**src/rtl/pc_seq_pkg.sv**
```systemverilog
// Shared types for the fetch-stage program-counter sequencer.
// The state and next-source enums are visible to the bench through dbg_state.
package pc_seq_pkg;

    typedef enum logic [1:0] {
        IDLE = 2'd0,
        RUN  = 2'd1,
        HALT = 2'd2
    } pc_state_t;

    // Which rule chose the next PC; listed from highest to lowest priority.
    typedef enum logic [2:0] {
        SRC_START = 3'd0,
        SRC_HOLD  = 3'd1,
        SRC_RET   = 3'd2,
        SRC_CALL  = 3'd3,
        SRC_BR    = 3'd4,
        SRC_INC   = 3'd5
    } pc_src_t;

    function automatic logic src_moves_pc(input pc_src_t src);
        return src != SRC_HOLD;
    endfunction

endpackage

```
**src/rtl/pc_ras.sv**
```systemverilog
// Return-address stack: DEPTH entries of W bits, push/pop with full/empty status.
// clr empties the stack in one cycle; pop wins when push and pop coincide.
module pc_ras #(
    parameter int DEPTH = 4,
    parameter int W     = 10
) (
    input  logic         clk,
    input  logic         rst_n,
    input  logic         clr,
    input  logic         push,
    input  logic         pop,
    input  logic [W-1:0] push_data,
    output logic [W-1:0] top_data,
    output logic         full,
    output logic         empty
);

    localparam int CNT_W = $clog2(DEPTH + 1);

    logic [W-1:0]     mem_q [DEPTH];
    logic [W-1:0]     mem_d [DEPTH];
    logic [CNT_W-1:0] cnt_q;
    logic [CNT_W-1:0] cnt_d;

    assign full  = (cnt_q == CNT_W'(DEPTH));
    assign empty = (cnt_q == '0);

    // The occupancy counter doubles as the write pointer; entry cnt_q-1 is the top.
    always_comb begin
        top_data = '0;
        for (int i = 0; i < DEPTH; i++) begin
            if (CNT_W'(i + 1) == cnt_q) begin
                top_data = mem_q[i];
            end
        end
    end

    always_comb begin
        mem_d = mem_q;
        cnt_d = cnt_q;
        if (clr) begin
            cnt_d = '0;
        end else if (pop && !empty) begin
            cnt_d = cnt_q - CNT_W'(1);
        end else if (push && !full) begin
            for (int i = 0; i < DEPTH; i++) begin
                if (CNT_W'(i) == cnt_q) begin
                    mem_d[i] = push_data;
                end
            end
            cnt_d = cnt_q + CNT_W'(1);
        end
    end

    always_ff @(posedge clk or negedge rst_n) begin
        if (!rst_n) begin
            cnt_q <= '0;
            mem_q <= '{default: '0};
        end else begin
            cnt_q <= cnt_d;
            mem_q <= mem_d;
        end
    end

endmodule

```
**src/rtl/pc_sequencer.sv**
```systemverilog
// Program-counter sequencer for the fetch stage: sequential, relative, LUT-absolute,
// call/return via pc_ras, stall hold and an IDLE/RUN/HALT FSM with halt on HALT_ADDR.
module pc_sequencer
    import pc_seq_pkg::*;
#(
    parameter int PC_W      = 10,
    parameter int OFF_W     = 8,
    parameter int LUT_DEPTH = 4,
    parameter int RAS_DEPTH = 4,
    parameter int HALT_ADDR = 1023
) (
    input  logic                         CLK,
    input  logic                         RESET_N,
    input  logic                         start,
    input  logic [PC_W-1:0]              start_address,
    input  logic                         stall,
    input  logic                         branch,
    input  logic                         taken,
    input  logic [OFF_W-1:0]             target,
    input  logic                         lut_sel,
    input  logic [$clog2(LUT_DEPTH)-1:0] lut_idx,
    input  logic                         call,
    input  logic                         ret,
    input  logic                         lut_wr_en,
    input  logic [$clog2(LUT_DEPTH)-1:0] lut_wr_idx,
    input  logic [PC_W-1:0]              lut_wr_data,
    output logic [PC_W-1:0]              PC,
    output logic                         halt,
    output logic                         ras_overflow,
    output logic                         ras_underflow,
    output pc_state_t                    dbg_state
);

    localparam logic [PC_W-1:0] HALT_PC = PC_W'(HALT_ADDR);

    pc_state_t       state_q, state_d;
    logic [PC_W-1:0] pc_q, pc_d;
    logic            halt_q, halt_d;
    logic            ovf_q, ovf_d;
    logic            unf_q, unf_d;
    logic [PC_W-1:0] lut_q [LUT_DEPTH];
    logic [PC_W-1:0] lut_d [LUT_DEPTH];

    pc_src_t         src;
    logic [PC_W-1:0] pc_inc;
    logic [PC_W-1:0] off_sext;
    logic [PC_W-1:0] jump_dst;
    logic [PC_W-1:0] ras_top;
    logic            ras_push, ras_pop, ras_clr;
    logic            ras_full, ras_empty;

    // Modulo-2**PC_W arithmetic falls out of the fixed result width.
    assign pc_inc   = pc_q + PC_W'(1);
    assign off_sext = PC_W'($signed(target));
    assign jump_dst = lut_sel ? lut_q[lut_idx] : (pc_q + off_sext);

    always_comb begin
        src = SRC_HOLD;
        if (start) begin
            src = SRC_START;
        end else if (state_q == RUN) begin
            if (stall) begin
                src = SRC_HOLD;
            end else if (ret) begin
                src = SRC_RET;
            end else if (call) begin
                src = SRC_CALL;
            end else if (branch && taken) begin
                src = SRC_BR;
            end else begin
                src = SRC_INC;
            end
        end
    end

    always_comb begin
        case (src)
            SRC_START: pc_d = start_address;
            SRC_RET:   pc_d = ras_empty ? pc_inc : ras_top;
            SRC_CALL:  pc_d = jump_dst;
            SRC_BR:    pc_d = jump_dst;
            SRC_INC:   pc_d = pc_inc;
            default:   pc_d = pc_q;
        endcase
    end

    // Whenever the PC is actually re-selected, landing on HALT_ADDR ends the program.
    always_comb begin
        state_d = state_q;
        if (src_moves_pc(src)) begin
            state_d = (pc_d == HALT_PC) ? HALT : RUN;
        end
        halt_d = (state_d == HALT);
    end

    always_comb begin
        ras_clr  = (src == SRC_START);
        ras_push = (src == SRC_CALL) && !ras_full;
        ras_pop  = (src == SRC_RET) && !ras_empty;
        ovf_d    = ras_clr ? 1'b0 : (ovf_q || ((src == SRC_CALL) && ras_full));
        unf_d    = ras_clr ? 1'b0 : (unf_q || ((src == SRC_RET) && ras_empty));
    end

    // LUT writes go in at the edge, so a same-cycle read above still sees the old entry.
    always_comb begin
        lut_d = lut_q;
        if (lut_wr_en) begin
            lut_d[lut_wr_idx] = lut_wr_data;
        end
    end

    always_ff @(posedge CLK or negedge RESET_N) begin
        if (!RESET_N) begin
            state_q <= IDLE;
            pc_q    <= '0;
            halt_q  <= 1'b0;
            ovf_q   <= 1'b0;
            unf_q   <= 1'b0;
            lut_q   <= '{default: '0};
        end else begin
            state_q <= state_d;
            pc_q    <= pc_d;
            halt_q  <= halt_d;
            ovf_q   <= ovf_d;
            unf_q   <= unf_d;
            lut_q   <= lut_d;
        end
    end

    pc_ras #(
        .DEPTH(RAS_DEPTH),
        .W    (PC_W)
    ) u_ras (
        .clk      (CLK),
        .rst_n    (RESET_N),
        .clr      (ras_clr),
        .push     (ras_push),
        .pop      (ras_pop),
        .push_data(pc_inc),
        .top_data (ras_top),
        .full     (ras_full),
        .empty    (ras_empty)
    );

    assign PC            = pc_q;
    assign halt          = halt_q;
    assign ras_overflow  = ovf_q;
    assign ras_underflow = unf_q;
    assign dbg_state     = state_q;

endmodule

```
**config.mk**
```make
export PLATFORM = sky130hd
export DESIGN_NAME = pc_sequencer
export DESIGN_NICKNAME = d
export VERILOG_FILES = /design/src/rtl/pc_seq_pkg.sv /design/src/rtl/pc_ras.sv /design/src/rtl/pc_sequencer.sv
export SDC_FILE = /design/constraint.sdc
export NUM_CORES = 1
export LEC_CHECK = 0
export CAP_MARGIN = 20
export CORE_MARGIN = 2
export CORE_UTILIZATION = 42
export DETAILED_ROUTE_END_ITERATION = 6
export DONT_BUFFER_PORTS = 1
export PLACE_DENSITY = 0.52
export SLEW_MARGIN = 20
export SYNTH_ARGS = -nofsm -noshare
export SYNTH_HDL_FRONTEND = slang
export SYNTH_SLANG_ARGS = --single-unit
```
**constraint.sdc**
```tcl
create_clock -name CLK -period 4.5 [get_ports CLK]
set_input_delay 0.45 -clock CLK [delete_from_list [all_inputs] [get_ports CLK]]
set_output_delay 0.45 -clock CLK [all_outputs]
set_load 0.005 [all_outputs]
```
=== After elaboration in Yosys (flattened, before gate mapping) ===
Cells that the tools add are included.
W data, S select, Z words.

* Add/subtract/negate cells: 4
* Magnitude comparators: 3
* Eq/ne operators: 13
* Multiplexer cells: 26
* Bitwise operators: 4
* Reduce and logical (&&, ||, !) cells: 20

{| class="wikitable"
|+ Operators by type and width
! cell !! number
|-
| $mux W10 || 9
|-
| $bwmux W40 || 1
|-
| $pmux W10 S4 || 1
|-
| $mux W3 || 8
|-
| $bmux W10 S2 || 1
|-
| $demux W10 S2 || 1
|-
| $reduce_and A4 Y1 || 4
|-
| $add A10 B1 Y10 const B || 1
|-
| $add A10 B10 Y10 || 1
|-
| $eq A10 B10 Y1 const B || 1
|-
| $eq A3 B3 Y1 const B || 3
|-
| $logic_and A1 B1 Y1 || 8
|-
| $eq A2 B3 Y1 const A || 2
|-
| $eq A3 B2 Y1 const B || 2
|-
| $ge A3 B3 Y1 const B || 2
|-
| $logic_not A3 Y1 || 2
|-
| $not A2 Y3 || 2
|-
| $mux W2 || 2
|-
| $add A3 B1 Y3 const B || 1
|-
| $eq A1 B3 Y1 const A || 1
|-
| $eq A3 B3 Y1 const A || 1
|-
| $lt A3 B1 Y1 const B || 1
|-
| $mux W1 || 3
|-
| $ne A3 B1 Y1 const B || 1
|-
| 8 further kinds || 11
|}

* Bits in registers: 98
* Word-level logic and storage cells: 84

=== Depth between registers and ports, before layout ===
Gate-level depths: netlist of the first run.

* Depth in word-level cells: 14
* Gate-level depth with buffers: 12

=== Cells and area by module ===
Synthesis of the first run repeated with hierarchy kept, for this count alone.

* Cell total of the unflattened synthesis: 486
* Area total of the unflattened synthesis: 5,577.8 um2

{| class="wikitable"
|+ By module, submodules not included
! module !! times used !! cells an instance !! area each (um2) !! seq. area each (um2)
|-
| pc_sequencer || 1 || 315 || 3,443.3 || 1,376.3
|-
| pc_ras || 1 || 171 || 2,134.5 || 1,076.0
|}

=== Worst setup path after synthesis of the first run ===
OpenSTA, ideal clock, no wires.

* Path type: register to register
* From: register u_ras.cnt_q[2]
* To: register state_q[0], in the netlist dbg_state[0]
* Library setup time: 0.119 ns
* Arrival time: 3.124 ns
* Required time: 4.381 ns
* Path slack: 1.257 ns
* Cell stages (with the launch flop): 12
* Path buffers: 1
* Path through: dfrtp_1 clkbuf_1 inv_1 ha_1 or2_2 o21ai_0 a222oi_1 o311a_1 or4_1 or3_1 or3_4 o21a_1

* Cells in the longest elaborated chain, start to end: 10
* Elaborated cells on any way between the ends: 14

{| class="wikitable"
|+ RTL lines
! item !! line !! text
|-
| start: declaration || pc_ras.sv:22 || <nowiki>logic [CNT_W-1:0] cnt_q;</nowiki>
|-
| start signal: assignment || pc_ras.sv:60 || <nowiki>cnt_q <= cnt_d;</nowiki>
|-
| $eq A1 B3 Y1 || pc_ras.sv:32 || <nowiki>if (CNT_W'(i + 1) == cnt_q) begin</nowiki>
|-
| $mux W10 (4 in series) || pc_ras.sv:32 ||
|-
| $mux W10 * || pc_sequencer.sv:79 || <nowiki>SRC_RET: pc_d = ras_empty ? pc_inc : ras_top;</nowiki>
|-
| $pmux W10 S4 * || pc_sequencer.sv:77 || <nowiki>case (src)</nowiki>
|-
| $eq A10 B10 Y1 * || pc_sequencer.sv:91 || <nowiki>state_d = (pc_d == HALT_PC) ? HALT : RUN;</nowiki>
|-
| $mux W2 * || pc_sequencer.sv:91 ||
|-
| $mux W2 * || pc_sequencer.sv:90 || <nowiki>if (src_moves_pc(src)) begin</nowiki>
|-
| named net state_d[0] || pc_sequencer.sv:36 || <nowiki>pc_state_t state_q, state_d;</nowiki>
|-
| end signal: assignment || pc_sequencer.sv:121 || <nowiki>state_q <= state_d;</nowiki>
|-
| end: declaration || pc_sequencer.sv:36 ||
|}

The timed path passes the listed nets; every way through them passes the cells marked *.
A chain may end at the register's enable or synchronous reset.

=== Worst setup path in the final report of the first run ===
Ends and elaborated chain as after synthesis.

==> results summary, run 1 <==
After synthesis, the share of flip-flops with an asynchronous set or reset is 1.00. Of the total power, registers draw 0.459. After layout, the worst setup slack is 679 ps.

The area enclosed by the die boundary came out at 0.0140 mm2. The signed area change from the synthesized netlist to the final layout is 8.38%. In the synthesized netlist the dominant register cell turns out to be sky130_fd_sc_hd__dfrtp_1.

The number of cells on the worst reg-to-reg path is 10. The number of antenna diodes in the final layout is 0. The number of detailed-route iterations in the first pass came out at 5. The share of total power dissipated in combinational logic is 0.197. Max-cap violations in this run came to 0. The maximum operating frequency is 262 MHz.

The routability congestion estimate came out at 0.915. Measured along the y axis, the die boundary spans 118 um. The clock-pin slew on the worst setup and hold paths is 70 ps.

The leakage power of the design came out at 2.46 nW. The register-to-register setup slack is 680 ps. The detailed-route wire length is 14,900 um. Prior to clock tree synthesis, the placed netlist has a worst setup slack of 771 ps. The die boundary width is 118 um. The number of antenna violations at the first check in global routing was 0. The global-route congestion overflow total is 0. The number of top-level pins is 57.

The sum of net half-perimeters after detailed placement is 10,800 um. The core region is 0.0127 mm2. For the pin with the worst max-slew slack, the measured transition is 749 ps. The worst hold path belongs to the class in2async. The headroom to the max-slew limit is 0.500.

The share of the Yosys chip area taken by registers is 0.447. The cell area after synthesis is 0.00548 mm2. The clock tree root driver cell is sky130_fd_sc_hd__clkbuf_16. The DRC violation count after routing is 0. The internal power contribution came out at 0.00173 W.

The final routed wire length divided by cell count came out at 21.2 um. The post-synth net total came out at 604. The worst setup path is captured at a flip-flop. Of the total power, the share spent switching nets is 0.286. The number of nets in the layout is 586. In this run the worst path has a maximum fanout of 16. The run finished, with violations left. The number of max-slew violations in the final report came out at 0.

Port buffering added 0 buffers. The count of warnings emitted by yosys is 0. The first-pass GRT wire length came out at 23,600 um. For this block, the initial DRC count from the detailed router was 344.

The largest vdd supply drop is 248 uV. Setup violations remaining at the end of the flow were counted as 0. The final critical-path required period is 3820 ps.

The number of synthesized flops with an enable pin is 0. The depth of the CTS H-tree came out at 3. The number of storage elements in the synthesis netlist came out at 98. The via count of the first global-routing pass is 4,081. In the finished design, the share of the clock period the worst path needs comes to 0.849.

For the worst setup path, the data arrival time is 4070 ps. The residual antenna-violating net count after detailed routing came out at 0. The number of clock sinks seen by CTS is 98.

STA classifies the critical path startpoint as a flip-flop. Entering global routing, the biggest net connects 99 pins. The net switching power figure is 0.000695 W. The fraction of final layout cells sized beyond drive strength 1 is 0.143. After technology mapping, the gate count stands at 545.

In this run, distinct cell masters in the synthesized netlist total 64. The startpoint of the worst-slack reg-to-reg timing path is u_ras.cnt_q[2]$_DFFE_PN0P_. The average instance in the mapped netlist occupies 10.1 um2. The total routing usage reported by global routing came out at 0.221. The share of total power dissipated in the clock network is 0.344. The final reports fail on hold timing. The most critical setup path has its startpoint at u_ras.cnt_q[2]$_DFFE_PN0P_. The hold violation count in the final report was 12. The CTS buffer count is 9. The summed negative setup slack over all endpoints came out at 0 ps. The total via count after detailed routing is 4,182. The worst-case hold slack is -18.0 ps.

The starting density of the core is 0.433. The clock network latency to the later pin of the worst-skew pair is 360 ps. Once the clock tree was built, the setup fixing pass inserted 0 buffers. The detail-routed via count per cell came out at 5.94. The worst setup path is of the reg2reg kind. The most critical setup path has its endpoint at dbg_state[0]$_DFF_PN0_. The worst register-to-register path ends at dbg_state[0]$_DFF_PN0_. The CTS tree is done. Power spread over the standard cell area amounts to 409 mW/mm2. The worst setup skew after layout is 13.4 ps.

The maximum clock path buffer count came out at 2. Setup repair after global routing left no endpoint under its margin. The site row count came out at 41. The data required time at the worst endpoint is 4750 ps.
-- through the flow --
stage	hold slack [ps]	util	std cells	total power [W]	cell area (um2)
6_report	-18.0	0.469	704	0.00243	5940
5_1_grt	46.3	0.469	704	0.00255	5940
4_1_cts	28.5	0.469	704	0.00245	5940
3_5_place_dp	157	0.441	687	0.00158	5590
3_3_place_gp	157	0.441	687	0.00157	5590
2_1_floorplan	154	-	545	0.00145	5480
-- cell families (layout without fill, tap and decap cells) --
kind of cell / Yosys count / count (layout) / synth area share
adder cells (fa/ha/maj): 17 / 17 / 0.0402
flip-flops: 98 / 98 / 0.447
AO/OA/AOI/OAI: 156 / 156 / 0.188
buffers and inverters: 51 / 38 / 0.0358
XOR/XNOR: 11 / 11 / 0.0176
multiplexers: 52 / 52 / 0.125
AND/OR/NAND/NOR: 160 / 160 / 0.146
-- layout make-up --
| class | instances | area (um2) |
|---|---|---|
| fillers | 1218 | 6730 |
| multi-input cells | 396 | 2840 |
| flip-flops and latches | 98 | 2450 |
| clock buffers | 12 | 246 |
| well taps | 172 | 215 |
| clock inverters | 4 | 73.8 |
| inverters | 19 | 71.3 |
| repair buffers | 3 | 42.5 |
-- registers in the layout, indices dropped and copies added, names as in the netlist --
signal / cells
PC: 10
dbg_state: 2
halt: 1
lut_q: 40
ras_overflow: 1
ras_underflow: 1
u_ras.cnt_q: 3
u_ras.mem_q: 40
-- critical path, cell delays in order (launching register included) --
cell and delay [ps]:
sky130_fd_sc_hd__dfrtp_1 590, sky130_fd_sc_hd__inv_1 230, sky130_fd_sc_hd__ha_1 410, sky130_fd_sc_hd__nor2b_1 270
sky130_fd_sc_hd__o2bb2ai_1 160, sky130_fd_sc_hd__a2111oi_0 490, sky130_fd_sc_hd__a2111oi_0 160, sky130_fd_sc_hd__or4_1 500
sky130_fd_sc_hd__or3_1 380, sky130_fd_sc_hd__or3_4 410, sky130_fd_sc_hd__o21a_1 110
-- power by group through the flow --
| stage | Combinational (W) | Clock [W] | Sequential (W) |
|---|---|---|---|
| floorplan | 0.000364 | 0 | 0.00109 |
| global placement | 0.000446 | 0 | 0.00113 |
| detailed placement | 0.000454 | 0 | 0.00113 |
| CTS | 0.000477 | 0.000863 | 0.00111 |
| global route | 0.000529 | 0.000893 | 0.00113 |
| finish | 0.000477 | 0.000836 | 0.00111 |
-- cells in the final DEF, fill, tap and decap left out, types with 3 or more instances in the layout --
cell / instances
sky130_fd_sc_hd__a21oi_1: 17
sky130_fd_sc_hd__o2111ai_1: 3
sky130_fd_sc_hd__o22ai_1: 7
sky130_fd_sc_hd__a2111oi_0: 3
sky130_fd_sc_hd__inv_1: 19
sky130_fd_sc_hd__o21a_1: 7
sky130_fd_sc_hd__nand2b_1: 3
sky130_fd_sc_hd__a31oi_1: 4
sky130_fd_sc_hd__a221oi_1: 8
sky130_fd_sc_hd__mux4_2: 9
sky130_fd_sc_hd__clkbuf_16: 9
sky130_fd_sc_hd__nand3_1: 10
sky130_fd_sc_hd__o31ai_1: 6
sky130_fd_sc_hd__dfrtp_1: 98
sky130_fd_sc_hd__mux2_2: 41
sky130_fd_sc_hd__o211ai_1: 5
sky130_fd_sc_hd__xnor2_1: 9
sky130_fd_sc_hd__nor3_1: 7
sky130_fd_sc_hd__nor4_1: 4
sky130_fd_sc_hd__and3_1: 3
sky130_fd_sc_hd__or3_1: 4
sky130_fd_sc_hd__nand2_1: 66
sky130_fd_sc_hd__a21o_1: 5
sky130_fd_sc_hd__nor2b_1: 9
sky130_fd_sc_hd__nor3b_1: 5
sky130_fd_sc_hd__a22o_1: 3
sky130_fd_sc_hd__nor2_1: 27
sky130_fd_sc_hd__ha_1: 16
sky130_fd_sc_hd__a211oi_1: 5
sky130_fd_sc_hd__o21ai_0: 59
sky130_fd_sc_hd__nand3b_1: 6
-- layer usage --
metal  track usage  vias to the layer above  wire (um)
met5             0                        -          0
met4        0.0828                        0        402
met3        0.0603                       26       1000
met2         0.345                      134       6910
met1         0.293                     2051       6620
li1              -                     1971          -
-- what timing repair did --
item	4_1_cts	5_1_grt
endpoints found under the setup margin	0	0
hold buffers	1	0
gates resized for setup	0	0
endpoints found under the hold margin	98	0
-- cell usage after synthesis, drive strengths merged, types with 4 or more instances --
library cell	number	area [um2]
dfrtp	98	2450
nand2	66	248
o21ai	61	309
mux2	41	462
clkbuf	29	109
nor2	27	101
inv	19	71.3
a21oi	17	85.1
ha	16	200
nand3	10	50.1
mux4	9	203
nor2b	9	56.3
xnor2	9	78.8
a221oi	8	70.1
nor3	8	51.3
o21a	7	52.6
o22ai	7	43.8
nand3b	6	45.0
o31ai	6	45.0
or3	6	47.5
a211oi	5	37.5
a21o	5	37.5
nor3b	5	37.5
o211ai	5	37.5
a31oi	4	25.0
nor4	4	25.0
-- worst min-delay path by stage --
stage | start | end | slack, ps | cells after the start
4_1_cts | RESET_N | dbg_state[0]$_DFF_PN0_ | 30 | 1
3_3_place_gp | RESET_N | PC[7]$_DFF_PN0_ | 160 | 0
6_report | RESET_N | PC[6]$_DFF_PN0_ | -20 | 1
3_5_place_dp | RESET_N | PC[9]$_DFF_PN0_ | 160 | 0
5_1_grt | RESET_N | dbg_state[0]$_DFF_PN0_ | 50 | 1
2_1_floorplan | RESET_N | PC[0]$_DFF_PN0_ | 150 | 0
No activity file was read; power rests on OpenSTA's default activity.
==> run 2, diff against run 1 <==
- clock period: 4.5 -> 3.6 ns (I/O delays scaled with it)
==> run 2 against run 1 <==
  * The flow now finishes without violations
  * Via count increased by 1.2%
  * Sequential power increased by 24%
  * Utilization increased by 1.2 points
  * Critical path depth unchanged
  * Register-to-register slack got worse by 390 ps
  * Clock power increased by 24%
  * Combinational power increased by 31%
  * Sequential share of layout area decreased by 1.0 points
  * Clock-buffer cell count unchanged
  * Wire length decreased by 0.23%
  * Total power increased by 25%
  * Critical path type unchanged
  * Largest power group unchanged
==> results summary, run 2 (synthesis results as in run 1) <==
The flow ran to the end, and the final reports show no timing, DRC or antenna violations. In this run the worst setup path begins at u_ras.cnt_q[0]$_DFFE_PN0P_. The detail-routed via count per cell is 5.84 (-1.6%). The highest net fanout along the worst path is 4 (-12).

The worst setup path is captured at a flip-flop. The number of clock sinks seen by CTS came to 98 (unchanged). The clock-pin slew on the worst setup and hold paths came to 60 ps (about the same). The number of antenna violations at the first check in global routing is 0 (unchanged). The min-delay analysis places its worst path in the category in2reg. The delay contributed by the slowest stage of the critical path came out at 490 ps (-100 ps).

The critical path is of the reg2reg type. The logic depth of the worst setup path including buffers came out at 10 (unchanged). Among all stages on the critical path, the largest delay is contributed by sky130_fd_sc_hd__or4_1. The library cell used most frequently in the layout, excluding fill and tap cells, is sky130_fd_sc_hd__dfrtp_1. The hold violation count in the final report came out at 0 (-12). The number of max-slew violations in the final report came out at 0 (unchanged). The storage element area came to 0.00245 mm2 (unchanged).

The final critical-path required period came out at 3310 ps (-511 ps). The net switching fraction of the power is 0.283 (-0.00317). The area enclosed by the die boundary came out at 0.0140 mm2 (unchanged). The share of power burned in the clock network is 0.342 (-0.002). The startpoint identified for the worst register-to-register timing path is u_ras.cnt_q[0]$_DFFE_PN0P_. The number of top-level pins is 57 (unchanged). The share of total power in sequential cells is 0.453 (-0.006).

The startpoint type of the worst setup path is a flip-flop. The number of cells upsized or downsized after cts came out at 0 (unchanged). The actual transition at the worst max-transition pin came to 720 ps (-28.3 ps). The number of fillers in the final layout is 1,192 (-2.1%). The number of nets in the layout came out at 606 (+3.4%). The die span in y is 118 um (unchanged). The final antenna diode count is 0 (unchanged).

The clock network latency to the later pin of the worst-skew pair is 340 ps (-20 ps). The cell depth of the worst hold path came out at 1. The total via count after detailed routing is 4,231 (+1.2%). The number of hold-repair buffers added at the cts stage is 2 (+1). The total routing usage reported by global routing is 0.219 (-0.00185). The via count of the first global-routing pass was 4,151 (+1.7%). TritonCTS built the clock tree. The CTS buffer count came to 9 (unchanged). The first-pass GRT wire length came out at 23,500 um (-0.29%). The data required time at the worst endpoint came out at 3830 ps (-920 ps). The global-route congestion overflow total came out at 0 (unchanged). The worst setup skew after layout came out at 6.03 ps (-7.38 ps).

The number of standard cells in the layout, taps in and fillers out came out at 724 (+2.8%). The critical path buffer and inverter count came out at 0 (-1). The worst setup path endpoint is dbg_state[0]$_DFF_PN0_.

The site row count came out at 41 (unchanged). The top cell family by delay on the critical path is simple AND/OR/NAND/NOR gates. The summed negative setup slack over all endpoints is 0 ps (unchanged). The routability congestion estimate is 0.930 (+1.7%).

The detailed-route wire length is 14,900 um (-0.23%). The final routed wire length divided by cell count is 20.6 um (-3.0%). The setup-violating endpoint count in the final report came out at 0 (unchanged).

The residual antenna-violating net count after detailed routing is 0 (unchanged). The maximum clock path buffer count came out at 2 (unchanged). The starting density of the core came out at 0.433 (unchanged). The total of max-cap violations came out at 0 (unchanged).

Setup repair after global routing left no endpoint under its margin. The largest vdd supply drop was 322 uV (+30%). The headroom to the max-slew limit is 0.519 (+0.0190). The register-to-register setup slack was 290 ps (-390 ps). The power density over cell area came out at 499 mW/mm2 (+22%). The depth of the CTS H-tree came to 3 (unchanged).

The footprint of the multi-input gates came out at 0.00284 mm2 (unchanged). The critical path goes through ha_1 -> ha_1 -> nor2b_1 -> o2bb2ai_1 -> a2111oi_0 -> a2111oi_0 -> or4_1 -> or3_1 -> or3_4 -> o21a_1. The fraction of final layout cells sized beyond drive strength 1 came to 0.172 (+0.0292).

The worst endpoint data arrival time came out at 3550 ps (-520 ps). The final critical-path share of the clock period is 0.920 (+0.0703). The iteration-0 DRC count of the detailed router came out at 386 (+12%).

The number of detailed-route iterations in the first pass is 4 (-1). In the layout the commonest cells are sky130_fd_sc_hd__dfrtp_1 (98), sky130_fd_sc_hd__nand2_1 (66), sky130_fd_sc_hd__o21ai_0 (59). The worst reg2reg path depth came out at 10 (unchanged). The count of buffers inserted at the top-level ports came out at 0 (unchanged). The die boundary width came out at 118 um (unchanged). The pin count of the biggest net entering global routing came out at 99 (unchanged). The net switching power figure is 0.000861 W (+24%). Compared with the post-synthesis result, the final layout area differs by 11.2%. The power share of the combinational group came out at 0.205 (+0.008). The endpoint of the worst-slack reg-to-reg timing path is dbg_state[0]$_DFF_PN0_. The maximum operating frequency is 302 MHz (+15%).

The internal power contribution is 0.00218 W (+26%). The finished layout cell area came out at 0.00609 mm2 (+2.6%). The DRC violation count after routing is 0 (unchanged). The area of placed instances is 0.00574 mm2 (+2.6%). The post-CTS setup-driven buffer insertion count is 0 (unchanged). The area of the core is 0.0127 mm2 (unchanged). The leakage power of the design came out at 2.56 nW (+4.0%). The cell count after placement is 706 (+2.8%).

Clock tree synthesis selected as its root buffer the cell sky130_fd_sc_hd__clkbuf_16. The sum of net half-perimeters after detailed placement is 11,000 um (+2.5%).
## run 2: cell count changes in the layout (fill, tap and decap cells not counted)
| cell | previous run | this run |
|---|---|---|
| sky130_fd_sc_hd__buf_4 | 2 | 21 |
| sky130_fd_sc_hd__dlygate4sd3_1 | 0 | 1 |
## run 2: how the worst min path moves through the flow
stage / start / end
after floorplan: RESET_N / PC[0]$_DFF_PN0_
after global placement: RESET_N / PC[8]$_DFF_PN0_
after detailed placement: RESET_N / PC[9]$_DFF_PN0_
after CTS: start / u_ras.cnt_q[2]$_DFFE_PN0P_
after global routing: start / u_ras.cnt_q[2]$_DFFE_PN0P_
final: start / u_ras.cnt_q[2]$_DFFE_PN0P_
## run 2: layout make-up
type	count	share of cell area
clock buffer	12	0.0405
sequential	98	0.402
clock inverter	4	0.0121
tap	172	0.0353
inverter	19	0.0117
multi-input combinational	396	0.466
timing repair buffer	23	0.0320
## run 2: routing by layer
layer,wire length [um],GRT usage
met5,0,0
met4,257,0.0700
met3,1000,0.0512
met2,6810,0.343
met1,6830,0.300
## run 2: power by group through the flow
stage / Clock, W / Combinational [W] / Sequential (W)
2_1_floorplan: 0 / 0.000455 / 0.00136
3_3_place_gp: 0 / 0.000586 / 0.00139
3_5_place_dp: 0 / 0.000595 / 0.00140
4_1_cts: 0.00106 / 0.000626 / 0.00138
5_1_grt: 0.00111 / 0.000687 / 0.00140
6_report: 0.00104 / 0.000624 / 0.00138
## run 2: through the flow
stage / setup WS, ps / power, W / hold slack (ps) / util
after floorplan: 357 / 0.00181 / 64.4 / -
after global placement: 393 / 0.00198 / 66.4 / 0.453
after detailed placement: 355 / 0.00199 / 67.0 / 0.453
after CTS: 338 / 0.00307 / 62.4 / 0.481
after global routing: 118 / 0.00319 / 61.7 / 0.481
final: 290 / 0.00304 / 79.0 / 0.481
==> run 3, diff against run 2 <==
- clock period: 3.6 -> 3.2 ns (I/O delays scaled with it)
==> run 3 against run 2 <==
  * Flip-flop and latch count unchanged
  * Clock skew about the same
  * Register-to-register slack worse by 210 ps
  * Wire length up 3.1%
  * Critical path depth unchanged
  * Setup slack worse by 210 ps
  * Clock power about the same
  * Highest routed layer unchanged
==> results summary, run 3 (synthesis results as in run 1) <==
The actual transition at the worst max-transition pin is 693 ps (-27.3 ps). The storage element area is 0.00245 mm2 (unchanged). The post-route core utilization is 0.498 (+0.0171). The first-pass GRT wire length came out at 24,700 um (+4.9%).

The final worst slack came out at 79.1 ps (-211 ps). The tree is rooted in a sky130_fd_sc_hd__clkbuf_16. The worst setup path is captured at a flip-flop. The starting density of the core is 0.433 (unchanged).

The clock network latency to the later pin of the worst-skew pair is 350 ps (about the same). The run finished with clean final reports. The final critical-path share of the clock period is 0.975 (+0.0557). The data required time at the worst endpoint is 3440 ps (-390 ps). TritonCTS built the clock tree.

The worst setup skew after layout came out at 5.93 ps (-0.0989 ps). The total via count after detailed routing is 4,357 (+3.0%). The total routing usage reported by global routing is 0.227 (+0.00819). The hold violation count in the final report came out at 0 (unchanged). The critical path buffer and inverter count is 0 (unchanged). The highest net fanout along the worst path came out at 5 (+1).

The leakage power of the design was 2.66 nW (+4.0%). The critical path class is reg2reg. The residual antenna-violating net count after detailed routing came to 0 (unchanged). The number of fillers in the final layout was 1,227 (+2.9%). Leaving out fill and tap cells, the most frequent cell in the layout is sky130_fd_sc_hd__dfrtp_1. The final total power is 0.00335 W (+10%). The via count of the first global-routing pass is 4,406 (+6.1%). The number of max-slew violations in the final report came out at 0 (unchanged). The site row count came out at 41 (unchanged). The top cell family by delay on the critical path is simple AND/OR/NAND/NOR gates.

The pin count of the biggest net entering global routing is 99 (unchanged). The minimum setup slack after placement came out at -109 ps (-464 ps). The area of the core is 0.0127 mm2 (unchanged). The largest vdd supply drop is 342 uV (+6.2%). The area enclosed by the die boundary came out at 0.0140 mm2 (unchanged). The power density over cell area is 531 mW/mm2 (+6.4%). The clock-pin slew on the worst setup and hold paths came to 70 ps (about the same). The cell repeated most along the worst path is sky130_fd_sc_hd__or3_4. Leaving out fill and tap cells, the most frequent cells in the layout are sky130_fd_sc_hd__dfrtp_1 (98), sky130_fd_sc_hd__nand2_1 (65), sky130_fd_sc_hd__o21ai_0 (59).

The worst setup path is launched from a flip-flop. In this run the worst hold path is classified as in2reg. The signal on the critical path passes through ha_2 -> ha_4 -> or2_2 -> o21ai_0 -> a222oi_1 -> o311a_1 -> or4_1 -> or3_4 -> or3_4 -> o21a_1. The total of max-cap violations came out at 0 (unchanged). The final antenna diode count was 0 (unchanged). The number of top-level pins came out at 57 (unchanged). The setup-violating endpoint count in the final report is 0 (unchanged). The delay contributed by the slowest stage of the critical path came to 520 ps (+30 ps). The maximum clock path buffer count came to 2 (unchanged). The number of clock sinks seen by CTS is 98 (unchanged). The DRC violation count after routing was 0 (unchanged). The depth of the CTS H-tree came out at 3 (unchanged). The finished layout cell area is 0.00631 mm2 (+3.6%).

The CTS buffer count came out at 9 (unchanged). The die span in y came out at 118 um (unchanged). The number of antenna violations at the first check in global routing is 1 (+1).

The count of buffers inserted at the top-level ports is 0 (unchanged). The detail-routed via count per cell was 5.82 (-0.33%). The final routed wire length divided by cell count came out at 20.5 um (-0.16%).

The sum of net half-perimeters after detailed placement is 11,300 um (+2.6%). The maximum operating frequency came out at 320 MHz (+6.1%). Compared with the post-synthesis result, the final layout area differs by 15.1%. The number of nets in the layout came out at 630 (+4.0%).

The worst endpoint data arrival time came out at 3360 ps (-190 ps). The cell with the biggest individual delay on the critical path is sky130_fd_sc_hd__or4_1. The routability congestion estimate came out at 0.845 (-9.1%).

The global-route congestion overflow total came out at 0 (unchanged). The iteration-0 DRC count of the detailed router was 281 (-27%). The detailed-route wire length is 15,400 um (+3.1%).

The headroom to the max-slew limit came out at 0.535 (+0.0162). The die boundary width is 118 um (unchanged). The footprint of the multi-input gates came out at 0.00291 mm2 (+2.6%). The cell count after placement is 729 (+3.3%). The area of placed instances is 0.00591 mm2 (+3.0%). The fraction of final layout cells sized beyond drive strength 1 came out at 0.234 (+0.0623).

The number of detailed-route iterations in the first pass came out at 5 (+1). The final critical-path required period is 3120 ps (-189 ps). The number of standard cells in the layout, taps in and fillers out came out at 748 (+3.3%).
==> run 3: path summary, 6_finish.rpt <==
| kind | start | end | slack (ps) | cells past startpoint |
|---|---|---|---|---|
| hold / removal | start | ras_underflow$_DFF_PN0_ | 30 | 1 |
| min in group asynchronous | RESET_N | PC[9]$_DFF_PN0_ | 520 | 2 |
| hold reg to reg | u_ras.mem_q[29]$_DFFE_PN0P_ | u_ras.mem_q[29]$_DFFE_PN0P_ | 490 | 2 |
| setup / recovery | u_ras.cnt_q[0]$_DFFE_PN0P_ | dbg_state[0]$_DFF_PN0_ | 80 | 10 |
| max in group asynchronous | RESET_N | u_ras.mem_q[19]$_DFFE_PN0P_ | 2230 | 2 |
| setup reg to reg | u_ras.cnt_q[0]$_DFFE_PN0P_ | dbg_state[0]$_DFF_PN0_ | 80 | 10 |
==> run 3: report_power, final <==
| part | internal (W) | switching (W) |
|---|---|---|
| logic | 0.000358 | 0.000408 |
| clock network | 0.000553 | 0.000488 |
| registers | 0.00142 | 0.000119 |
==> run 3: cell type report <==
type / instances / share of cell area
Clock inverter: 5 / 0.00615
Inverter: 19 / 0.0113
Clock buffer: 11 / 0.0385
Multi-Input combinational cell: 396 / 0.462
Sequential cell: 98 / 0.389
Tap cell: 172 / 0.0341
Timing Repair Buffer: 47 / 0.0595
==> run 3: metrics by stage <==
step	setup TNS, ps	hold slack [ps]
after global placement	-9.28	26.4
after floorplan	0	24.4
after CTS	0	21.8
final	0	33.3
after global routing	-0.433	22.3
after detailed placement	-215	26.5
==> run 3: per-layer routing <==
metal / vias up / share of wire / global-route usage
met5: - / 0 / 0
met4: 0 / 0.020 / 0.0685
li1: 2060 / - / -
met3: 25 / 0.054 / 0.0497
met2: 127 / 0.47 / 0.361
met1: 2145 / 0.46 / 0.310
==> run 3: timing repair <==
item                       in CTS  in global routing
buffers inserted                0                  1
resized for setup               6                 13
hold buffers                    2                  0
setup endpoints to repair       3                  3
hold endpoints to repair       98                  0
pin swaps                       0                  1
